$ cat src/rtl/uart_tx_periph.sv
// uart_tx_periph: memory-mapped UART transmitter with TX FIFO, 8N1 (8E1 with UART_TX_PARITY_EN)
//   i_clk, i_rst_n (async, active-low)
//   i_we, i_addr[1:0], i_data[31:0]: bus write; 0=TXDATA push, 1=STATUS (i_data[2] clears overflow)
//   o_data[31:0]: STATUS at i_addr=1 {count[12:8], parity[3], overflow[2], full[1], busy[0]}, else 0
//   o_tx: registered serial line, idle high
//   Optional macro UART_TX_PARITY_EN inserts an even-parity bit after the data bits.
module uart_tx_periph #(
  parameter int CLK_FREQ   = 50000000,
  parameter int BAUD       = 115200,
  parameter int FIFO_DEPTH = 4
) (
  input  logic        i_clk,
  input  logic        i_rst_n,
  input  logic        i_we,
  input  logic [1:0]  i_addr,
  input  logic [31:0] i_data,
  output logic [31:0] o_data,
  output logic        o_tx
);
  localparam int CPB = CLK_FREQ / BAUD;
  localparam int CPB_M1 = CPB - 1;
  localparam int AW = $clog2(FIFO_DEPTH);
  localparam int CW = $clog2(CPB);
  localparam logic [CW-1:0] LAST = CPB_M1[CW-1:0];
  localparam logic [AW:0] DEPTH = FIFO_DEPTH[AW:0];
`ifdef UART_TX_PARITY_EN
  localparam logic PAR = 1'b1;
`else
  localparam logic PAR = 1'b0;
`endif
  typedef enum logic [2:0] {IDLE, START, DATA, PARITY, STOP} state_e;
  state_e state_q, state_d;
  logic [CW-1:0] cnt_q, cnt_d;
  logic [2:0] idx_q, idx_d;
  logic [7:0] shift_q, shift_d;
  logic tx_q, tx_d;
  logic [7:0] mem_q [FIFO_DEPTH];
  logic [AW-1:0] wptr_q, rptr_q;
  logic [AW:0] count_q;
  logic ovf_q;
  logic push, push_ok, full, pop, bit_end, busy, clr, launch;
  logic unused_data;
  assign unused_data = ^i_data[31:8];
  assign full = count_q == DEPTH;
  assign push = i_we && i_addr == 2'd0;
  assign push_ok = push && !full;
  assign clr = i_we && i_addr == 2'd1 && i_data[2];
  assign bit_end = cnt_q == LAST;
  assign busy = state_q != IDLE || count_q != '0;
  // a new frame starts from IDLE, or straight out of a finished stop bit so frames stay contiguous
  assign launch = count_q != '0 && (state_q == IDLE || (state_q == STOP && bit_end));
  assign o_tx = tx_q;
  assign o_data = i_addr == 2'd1 ? {19'd0, 5'(count_q), 4'd0, PAR, ovf_q, full, busy} : '0;
  always_comb begin
    state_d = state_q;
    cnt_d = bit_end ? '0 : cnt_q + 1'b1;
    idx_d = idx_q;
    shift_d = shift_q;
    tx_d = tx_q;
    pop = 1'b0;
    case (state_q)
      IDLE: cnt_d = '0;
      START: if (bit_end) begin
        state_d = DATA;
        idx_d = '0;
        tx_d = shift_q[0];
      end
      DATA: if (bit_end) begin
        idx_d = idx_q + 3'd1;
        if (idx_q == 3'd7) begin
`ifdef UART_TX_PARITY_EN
          state_d = PARITY;
          tx_d = ^shift_q;
`else
          state_d = STOP;
          tx_d = 1'b1;
`endif
        end else tx_d = shift_q[idx_q + 3'd1];
      end
      PARITY: if (bit_end) begin
        state_d = STOP;
        tx_d = 1'b1;
      end
      STOP: if (bit_end) state_d = IDLE;
      default: state_d = IDLE;
    endcase
    if (launch) begin
      pop = 1'b1;
      shift_d = mem_q[rptr_q];
      tx_d = 1'b0;
      state_d = START;
    end
  end
  always_ff @(posedge i_clk or negedge i_rst_n) begin
    if (!i_rst_n) begin
      state_q <= IDLE;
      cnt_q <= '0;
      idx_q <= '0;
      shift_q <= '0;
      tx_q <= 1'b1;
      wptr_q <= '0;
      rptr_q <= '0;
      count_q <= '0;
      ovf_q <= 1'b0;
    end else begin
      state_q <= state_d;
      cnt_q <= cnt_d;
      idx_q <= idx_d;
      shift_q <= shift_d;
      tx_q <= tx_d;
      wptr_q <= push_ok ? wptr_q + 1'b1 : wptr_q;
      rptr_q <= pop ? rptr_q + 1'b1 : rptr_q;
      count_q <= count_q + {{AW{1'b0}}, push_ok} - {{AW{1'b0}}, pop};
      ovf_q <= (ovf_q && !clr) || (push && full);
    end
  end
  always_ff @(posedge i_clk) begin
    if (push_ok) mem_q[wptr_q] <= i_data[7:0];
  end
endmodule

$ cat config.mk
export PLATFORM = sky130hd
export DESIGN_NAME = uart_tx_periph
export DESIGN_NICKNAME = d
export VERILOG_FILES = /design/src/rtl/uart_tx_periph.sv
export SDC_FILE = /design/constraint.sdc
export NUM_CORES = 1
export LEC_CHECK = 0
export ABC_AREA = 1
export CORE_ASPECT_RATIO = 1.75
export CORE_MARGIN = 4
export CORE_UTILIZATION = 30
export DETAILED_ROUTE_END_ITERATION = 12
export GPL_TIMING_DRIVEN = 1
export PLACE_DENSITY = 0.57
export SYNTH_ARGS = -nofsm -noshare
export SYNTH_HDL_FRONTEND = slang
export SYNTH_SLANG_ARGS = --single-unit
$ cat constraint.sdc
create_clock -name i_clk -period 3.94 [get_ports i_clk]
set_input_delay 0.394 -clock i_clk [delete_from_list [all_inputs] [get_ports i_clk]]
set_output_delay 0.394 -clock i_clk [all_outputs]
set_load 0.01 [all_outputs]
# Word-level counts from Yosys, hierarchy flattened
# Memory sizes are Yosys's and may differ from the RTL's. A register that Yosys moved wholly into a read port is not among the register bits.
# Cells that the tools add are included.
# totals
register_bits,24
mem_bits_rw,32
input_bits,37
out_inout_bits,33
elab_cells,78
memories,1
# classes
add_sub_neg,6
magnitude_cmp,1
eq_ne,16
mux,23
reduce_logical,23
# mem_list
name,words,word_bits,rd,rd_clocked_by_memory_dff,write_ports,line,rtl
mem_q,4,8,1,1,1,37,logic [7:0] mem_q [FIFO_DEPTH];
# ops
cell,n
3-bit two-way mux,7
9-bit two-way mux,2
3-bit != test (second input constant),5
3-bit case mux with 5 select lines,1
11-bit two-way mux,1
9-bit by 1-bit adder with 9-bit output (second input constant),1
3-bit equality test (second input constant),3
9-bit equality test (second input constant),1
1-bit two-way mux,9
1-bit logical AND,8
3-bit by 2-bit equality test with 1-bit output (second input constant),2
2-bit != test (second input constant),3
3-bit case mux with 2 select lines,1
6-bit AND reduction,1
3-bit nonzero test,2
2-bit by 1-bit adder with 2-bit output (second input constant),2
3-bit by 4-bit < comparator with 1-bit output (second input constant),1
4-bit AND reduction,1
4-bit nonzero test,1
3-bit by 1-bit adder with 3-bit output,1
3-bit by 1-bit adder with 3-bit output (second input constant),1
1-bit binary-select mux with 3-bit select,1
3-bit by 1-bit equality test with 1-bit output (second input constant),1
1-bit zero test,3
other kinds (8),10

# Logic depth before layout (Yosys ltp)
# Gate-level depths: netlist (run 1).
# depth
ltp_word,7
mapped_depth,13
mapped_depth_nobuf,13

# Worst setup path before layout (run 1)
# OpenSTA, ideal clock, no wires.
# synth_path
path_kind,flip-flop to flip-flop
from,register cnt_q[0]
to,register count_q[2]
setup_ps,129
arrival_time_ps,2096
required_time_ps,3811
slack_ps,1715
stages_incl_launch_ff,13
path_buffers,0
synth_period_minus_slack_ps,2225
cell_sequence,dfrtp_1 ha_1 nand2_1 nor2_4 nand2_4 nand2_4 nand2_4 clkinv_2 ha_1 inv_1 ha_1 fa_1 xor2_1
# synth_between
elab_chain_cells,6
# synth_rtl
item,line,rtl
"start, declared",33,"logic [CW-1:0] cnt_q, cnt_d;"
"start signal, assigned",107,cnt_q <= cnt_d;
9-bit equality test,48,assign bit_end = cnt_q == LAST;
1-bit logical AND,51,assign launch = count_q != '0 && (state_q == IDLE || (state_q == STOP && bit_end));
1-bit logical OR,51,
1-bit logical AND,51,
named net launch,41,"logic push, push_ok, full, pop, bit_end, busy, clr, launch;"
1-bit two-way mux,87,if (launch) begin
3-bit by 1-bit subtractor with 3-bit output,113,"count_q <= count_q + {{AW{1'b0}}, push_ok} - {{AW{1'b0}}, pop};"
"end signal, assigned",113,
"end, declared",39,logic [AW:0] count_q;
# The timed path passes the listed nets, and every way through them passes these cells.
# A chain may end at the register's enable or synchronous reset.

# Final worst setup path (run 1)
# Same ends and word-level chain as after synthesis.

==> results of run 1 <==
## placed cells by master (no fill, tap or decap), types with 3 or more instances in the layout
master | Yosys | layout
o21ai_0 | 21 | 21
conb_1 | 1 | 26
edfxtp_1 | 32 | 32
nor2_1 | 44 | 44
nand2_4 | 3 | 3
nand3_1 | 13 | 13
xor2_1 | 3 | 3
nand4_1 | 3 | 3
clkinv_4 | 0 | 3
nor3_1 | 3 | 3
clkdlybuf4s50_1 | 0 | 19
a21oi_1 | 5 | 5
o22ai_1 | 8 | 8
dfrtp_1 | 31 | 31
inv_1 | 27 | 27
xnor2_1 | 4 | 4
clkbuf_16 | 0 | 9
nand2_1 | 65 | 65
ha_1 | 10 | 10
## kinds of logic after synthesis
kind of cell,count (synthesis)
AOI/OAI and AO/OA,37
DFF,64
xor gates and xnor gates,7
buffers and inverters,62
adders and majority gates,11
and+or+nand+nor,138
other,1
## stage by stage
step / instance area, um2 / utilization [%] / worst slack [ns] / total power, mW
2_1_floorplan: 3210 / - / 1.72 / 0.925
3_3_place_gp: 3340 / 32.6 / 1.34 / 0.971
5_1_grt: 3670 / 35.8 / 1.22 / 1.91
4_1_cts: 3670 / 35.8 / 1.38 / 1.85
3_5_place_dp: 3340 / 32.6 / 1.31 / 0.983
6_report: 3670 / 35.8 / 1.42 / 1.83
## sequential cells by signal (all words and copies together), names as in the netlist
register / count
count_q: 3
o_tx: 1
rptr_q: 2
mem_q: 32
wptr_q: 2
cnt_q: 9
idx_q: 3
shift_q: 8
ovf_q: 1
state_q: 3
## metal layers
layer | up-vias | global-route usage, % | share of wire, %
li1 | 1048 | - | -
met1 | 979 | 9.43 | 37
met2 | 56 | 18.7 | 54
met3 | 17 | 2.94 | 5.1
met4 | 0 | 7.01 | 3.3
met5 | - | 0 | 0
## area by class of cell
class	count	area, um2	area share (%)
clock inverters	7	104	2.83
multi-input cells	219	1100	30.1
clock buffers	9	225	6.14
inverters	31	118	3.20
well taps	127	159	4.33
flip-flops and latches	64	1760	48.0
repair buffers	20	198	5.39
## worst paths after layout
check / startpoint / endpoint / slack (ns) / cells past startpoint
worst min register to register: shift_q[7]$_DFFE_PN0P_ / shift_q[7]$_DFFE_PN0P_ / 0.48 / 2
worst max-delay path: cnt_q[0]$_DFF_PN0_ / count_q[2]$_DFF_PN0_ / 1.42 / 12
max in group asynchronous: i_rst_n / o_tx$_DFFE_PN1P_ / 3.14 / 2
worst max register to register: cnt_q[0]$_DFF_PN0_ / count_q[2]$_DFF_PN0_ / 1.42 / 12
worst min-delay path: i_rst_n / cnt_q[4]$_DFF_PN0_ / 0.47 / 2
min in group i_clk: shift_q[7]$_DFFE_PN0P_ / shift_q[7]$_DFFE_PN0P_ / 0.48 / 2
## worst max-delay path: cells and delay by family (launching register included)
kind	cells	cell delay, ns
fa+ha+maj	4	1.08
buf+inv	2	0.22
simple gates	5	0.51
flops	1	0.41
xor+xnor	1	0.17
## power groups by stage
stage | Clock, mW | Sequential, mW | Combinational (mW)
floorplan | 0 | 0.788 | 0.137
global placement | 0 | 0.794 | 0.177
detailed placement | 0 | 0.797 | 0.187
CTS | 0.878 | 0.784 | 0.187
global route | 0.904 | 0.789 | 0.213
finish | 0.861 | 0.783 | 0.182
==> results.toml, run 1 <==
[route]
drc = 0
drt-wirelength-per-cell_um = 12.1
drt-total-wl_um = 5770
drtIter0Drc = 74
num_vias = 2100
postRouteAntennaNets = 0
drt_pass1_iterations = 4
vias_per_cell = 4.40

[run]
cap_viol_max_count = 0

[layout]
nNetsFinal = 393
drive_gt1_share_pct = 8.00
area_growth_pct = 17.8
layoutNonFillerInstCount = 477
n_fill_cell = 1015
num_antenna_cells = 0

[die]
core_region_area_mm2 = 0.0102
initial_core_util_pct = 30.4
chipHeight_um = 143
die_area_mm2 = 0.0121
die_x_um = 85.0
num_rows = 49
ios = 70

[setup_path]
crit_type = "reg -> reg"
cp-end-kind = "flop"
cp-start-kind = "flop"
crit_chain = "ha_1, nand2_1, nor2_4, nand2_4, nand2_4, nand2_4, clkinv_2, ha_1, inv_1, ha_1, fa_1, xor2_1"
crit_slowest_cell = "dfrtp_1"
required_ns = 4.14
cp_slowest_stage_delay_ns = 0.41
critPathMaxFanout = 14
cp.arrival_ns = 2.72

[yosys]
synth.distinct_cells = 33
synth_edf_count = 32
synthSimpleGateAreaFrac_pct = 19.3
synth_top_family_by_area = "simple AND/OR/NAND/NOR gates"
ys_seq_elements = 64
yosys_warnings = 0
synthFlopType = "edfxtp_1"
synth_most_common_cell = "nand2_1"
synthArstFlopShare_pct = 50.0
ys_seq_area_share_pct = 56.6
synth_xor_area_share_pct = 1.97
synth_cells = 320
synth_mux_area_share_pct = 0
synth_top_area_cell = "edfxtp_1"
syn_area_mm2 = 0.00311
synth_commonest_cells = "65 x nand2_1, 44 x nor2_1, 32 x edfxtp_1"
ys_top_cells_by_area = "edfxtp_1 31%, dfrtp_1 25%, nand2_1 7.8%, buf_4 6.3%, nor2_1 5.3%"
yosysTopAreaCellShare_pct = 30.9
synth-compound-area-share_pct = 6.35
synthAdderAreaFrac_pct = 4.66
avgSynthCellArea_um2 = 9.73

[sta]
skew_ns = 0.00274
tightest_slew_ns = 0.825
finalMaxSlewViolations = 0
setup_violations = 0
rsz0062_at_grt = "no"
finalHoldViolCount = 0
max_slew_margin_pct = 44.8
timing.setup.tns_ns = 0
fin_hold_ws_ns = 0.467
period_share_pct = 64.0
fmax_ghz = 0.397
min_period_ns = 2.52

[cts]
cts_tree = "yes"
hold_buffers = 0
cts_root_buf = "clkbuf_16"
worstSkewPairLatency_ns = 0.33
cts_buffers = 9
clock_sinks = 64
clock_path_buffers = 2
postCtsSetupBuffers = 0
cts.repair.resized = 0
cts.clk_slew.worst_paths_ns = 0.05
htree_levels = 3

[place]
place_congestion = 0.729
place_inst = 461
io_buffers = 19
dp_hpwl_um = 4190

[global_routing]
grt_max_degree = 33
grt_pass1_vias = 2103
antenna_found_initial = 0
grt.total_usage_pct = 10.2
grt_pass1_wl_um = 9510
grt_overflow = 0

[power_and_ir_drop]
p_int_mw = 1.39
p_seq_share_pct = 42.9
power.density_mw_per_mm2 = 498
netSwitchingPower_mw = 0.440
pwr-share-comb_pct = 10.0
switching_share_pct = 24.1
ir_worst_vdd_mv = 0.214
clkPwrFrac_pct = 47.1
power_leakage_nw = 1.61

[hold_path]
min_path_type = "in -> async"

[run_status]
status = "finished clean"
(Power assumes the default switching activity.)
==> inputs of run 2 (changes only) <==
PLACE_DENSITY = 0.59   (was 0.57)
clock period = 2.05 ns   (was 3.94 ns; I/O delays follow)
==> results.toml, run 2 (synthesized netlist as in run 1, its figures left out) <==
[run_status]
status = "finished clean"

[global_routing]
grt_pass1_wl_um = 9830
antenna_found_initial = 0
grt_pass1_vias = 2170
grt.total_usage_pct = 10.3
grt_overflow = 0
grt_max_degree = 33

[setup_path]
worst-path-buf-inv = 2
crit_slowest_cell = "dfrtp_1"
cp_slowest_stage_delay_ns = 0.38
reg2reg_depth = 12
cp-end-kind = "flop"
critPathMostFrequentCell = "nand2_4"
critPathMaxFanout = 2
reg2reg_from = "cnt_q[0]$_DFF_PN0_"
crit_chain = "ha_2, nand2_2, nor2_4, nand2_4, nand2_4, nand2_4, clkinv_4, ha_4, inv_2, ha_4, fa_2, xor2_1"
crit_type = "reg -> reg"
required_ns = 2.26
rr_endpoint = "count_q[2]$_DFF_PN0_"
crit_family = "adder cells"
r2r_slack_ns = 0.09
cp-start-kind = "flop"
cp.arrival_ns = 2.17

[place]
dp_hpwl_um = 4320
dp_slack_ns = -0.104
place_congestion = 0.753
io_buffers = 19

[cts]
hold_buffers = 0
clock_sinks = 64
htree_levels = 3
cts.clk_slew.worst_paths_ns = 0.05
clock_path_buffers = 2
cts_tree = "yes"
worstSkewPairLatency_ns = 0.32
cts_root_buf = "clkbuf_16"
cts_buffers = 9

[die]
initial_core_util_pct = 30.4
num_rows = 49
chipHeight_um = 143
die_area_mm2 = 0.0121
ios = 70
die_x_um = 85.0
core_region_area_mm2 = 0.0102

[sta]
fmax_ghz = 0.510
skew_ns = 0.00467
finalMaxSlewViolations = 0
period_share_pct = 95.7
min_period_ns = 1.96
setup_violations = 0
finalHoldViolCount = 0
fin_hold_ws_ns = 0.291
setup_slack_ns = 0.0878

[layout]
largest_reg_flops = 32
multiInputGateArea_mm2 = 0.00114
register_area_mm2 = 0.00176
reg_top3 = "mem_q x32, cnt_q x9, shift_q x8"
num_antenna_cells = 0
area_growth_pct = 21.5
nNetsFinal = 413
final_common_cell = "nand2_1"
final_cell_mix = "64 x nand2_1, 43 x nor2_1, 32 x edfxtp_1, 31 x dfrtp_1"
n_fill_cell = 1007
top_register = "mem_q"
drive_gt1_share_pct = 13.8

[power_and_ir_drop]
p_total_mw = 3.20
ir_worst_vdd_mv = 0.402
power.density_mw_per_mm2 = 846
power_leakage_nw = 1.67

[route]
drtIter0Drc = 69
drt-wirelength-per-cell_um = 11.6
postRouteAntennaNets = 0
drt-total-wl_um = 5750
vias_per_cell = 4.36
num_vias = 2166
drt_pass1_iterations = 4
drc = 0

[run]
cap_viol_max_count = 0

[hold_path]
min_path_type = "in -> async"
[run 2: worst max path at each step]
stage / cells after the start / slack [ns] / endpoint / from
finish: 12 / 0.09 / count_q[2]$_DFF_PN0_ / cnt_q[0]$_DFF_PN0_
global placement: 9 / -0.09 / count_q[2]$_DFF_PN0_ / i_we
global route: 12 / -0.001 / count_q[2]$_DFF_PN0_ / cnt_q[0]$_DFF_PN0_
floorplan: 12 / -0.03 / count_q[2]$_DFF_PN0_ / cnt_q[0]$_DFF_PN0_
CTS: 13 / 0.02 / count_q[2]$_DFF_PN0_ / cnt_q[1]$_DFF_PN0_
detailed placement: 9 / -0.10 / count_q[2]$_DFF_PN0_ / i_we
[run 2: power breakdown]
| group | switching (mW) | leakage, nW | internal, mW | total [mW] |
|---|---|---|---|---|
| logic | 0.225 | 0.861 | 0.177 | 0.402 |
| registers | 0.0512 | 0.680 | 1.45 | 1.50 |
| clock network | 0.500 | 0.129 | 0.797 | 1.30 |
[run 2: layout make-up]
type / count / share of cell area [%]
clock buffer: 10 / 6.05
clock inverter: 6 / 0.694
inverter: 31 / 3.21
multi-input combinational: 219 / 30.1
sequential: 64 / 46.6
tap: 127 / 4.20
timing repair buffer: 40 / 9.16
[run 2: metrics by stage]
stage,instance area (um2),utilization [%],TNS (ns),cells
2_1_floorplan,3240,-,-0.0399,345
3_3_place_gp,3500,34.2,-0.149,477
3_5_place_dp,3500,34.2,-0.178,477
4_1_cts,3750,36.6,0,493
5_1_grt,3780,37.0,-0.00108,497
6_report,3780,37.0,0,497
[run 2: per-layer routing]
metal	wire length, um	track usage, %	vias to the layer above
li1	-	-	1085
met1	2100	9.65	1031
met2	3300	19.9	44
met3	261	2.83	6
met4	87	4.92	0
met5	0	0	-
[run 2: timing repair]
item | CTS | global route
resized for setup | 1 | 1
buffers inserted | 0 | 4
endpoints found under the setup margin | 1 | 2
gates cloned | 0 | 0
pin swaps | 0 | 4
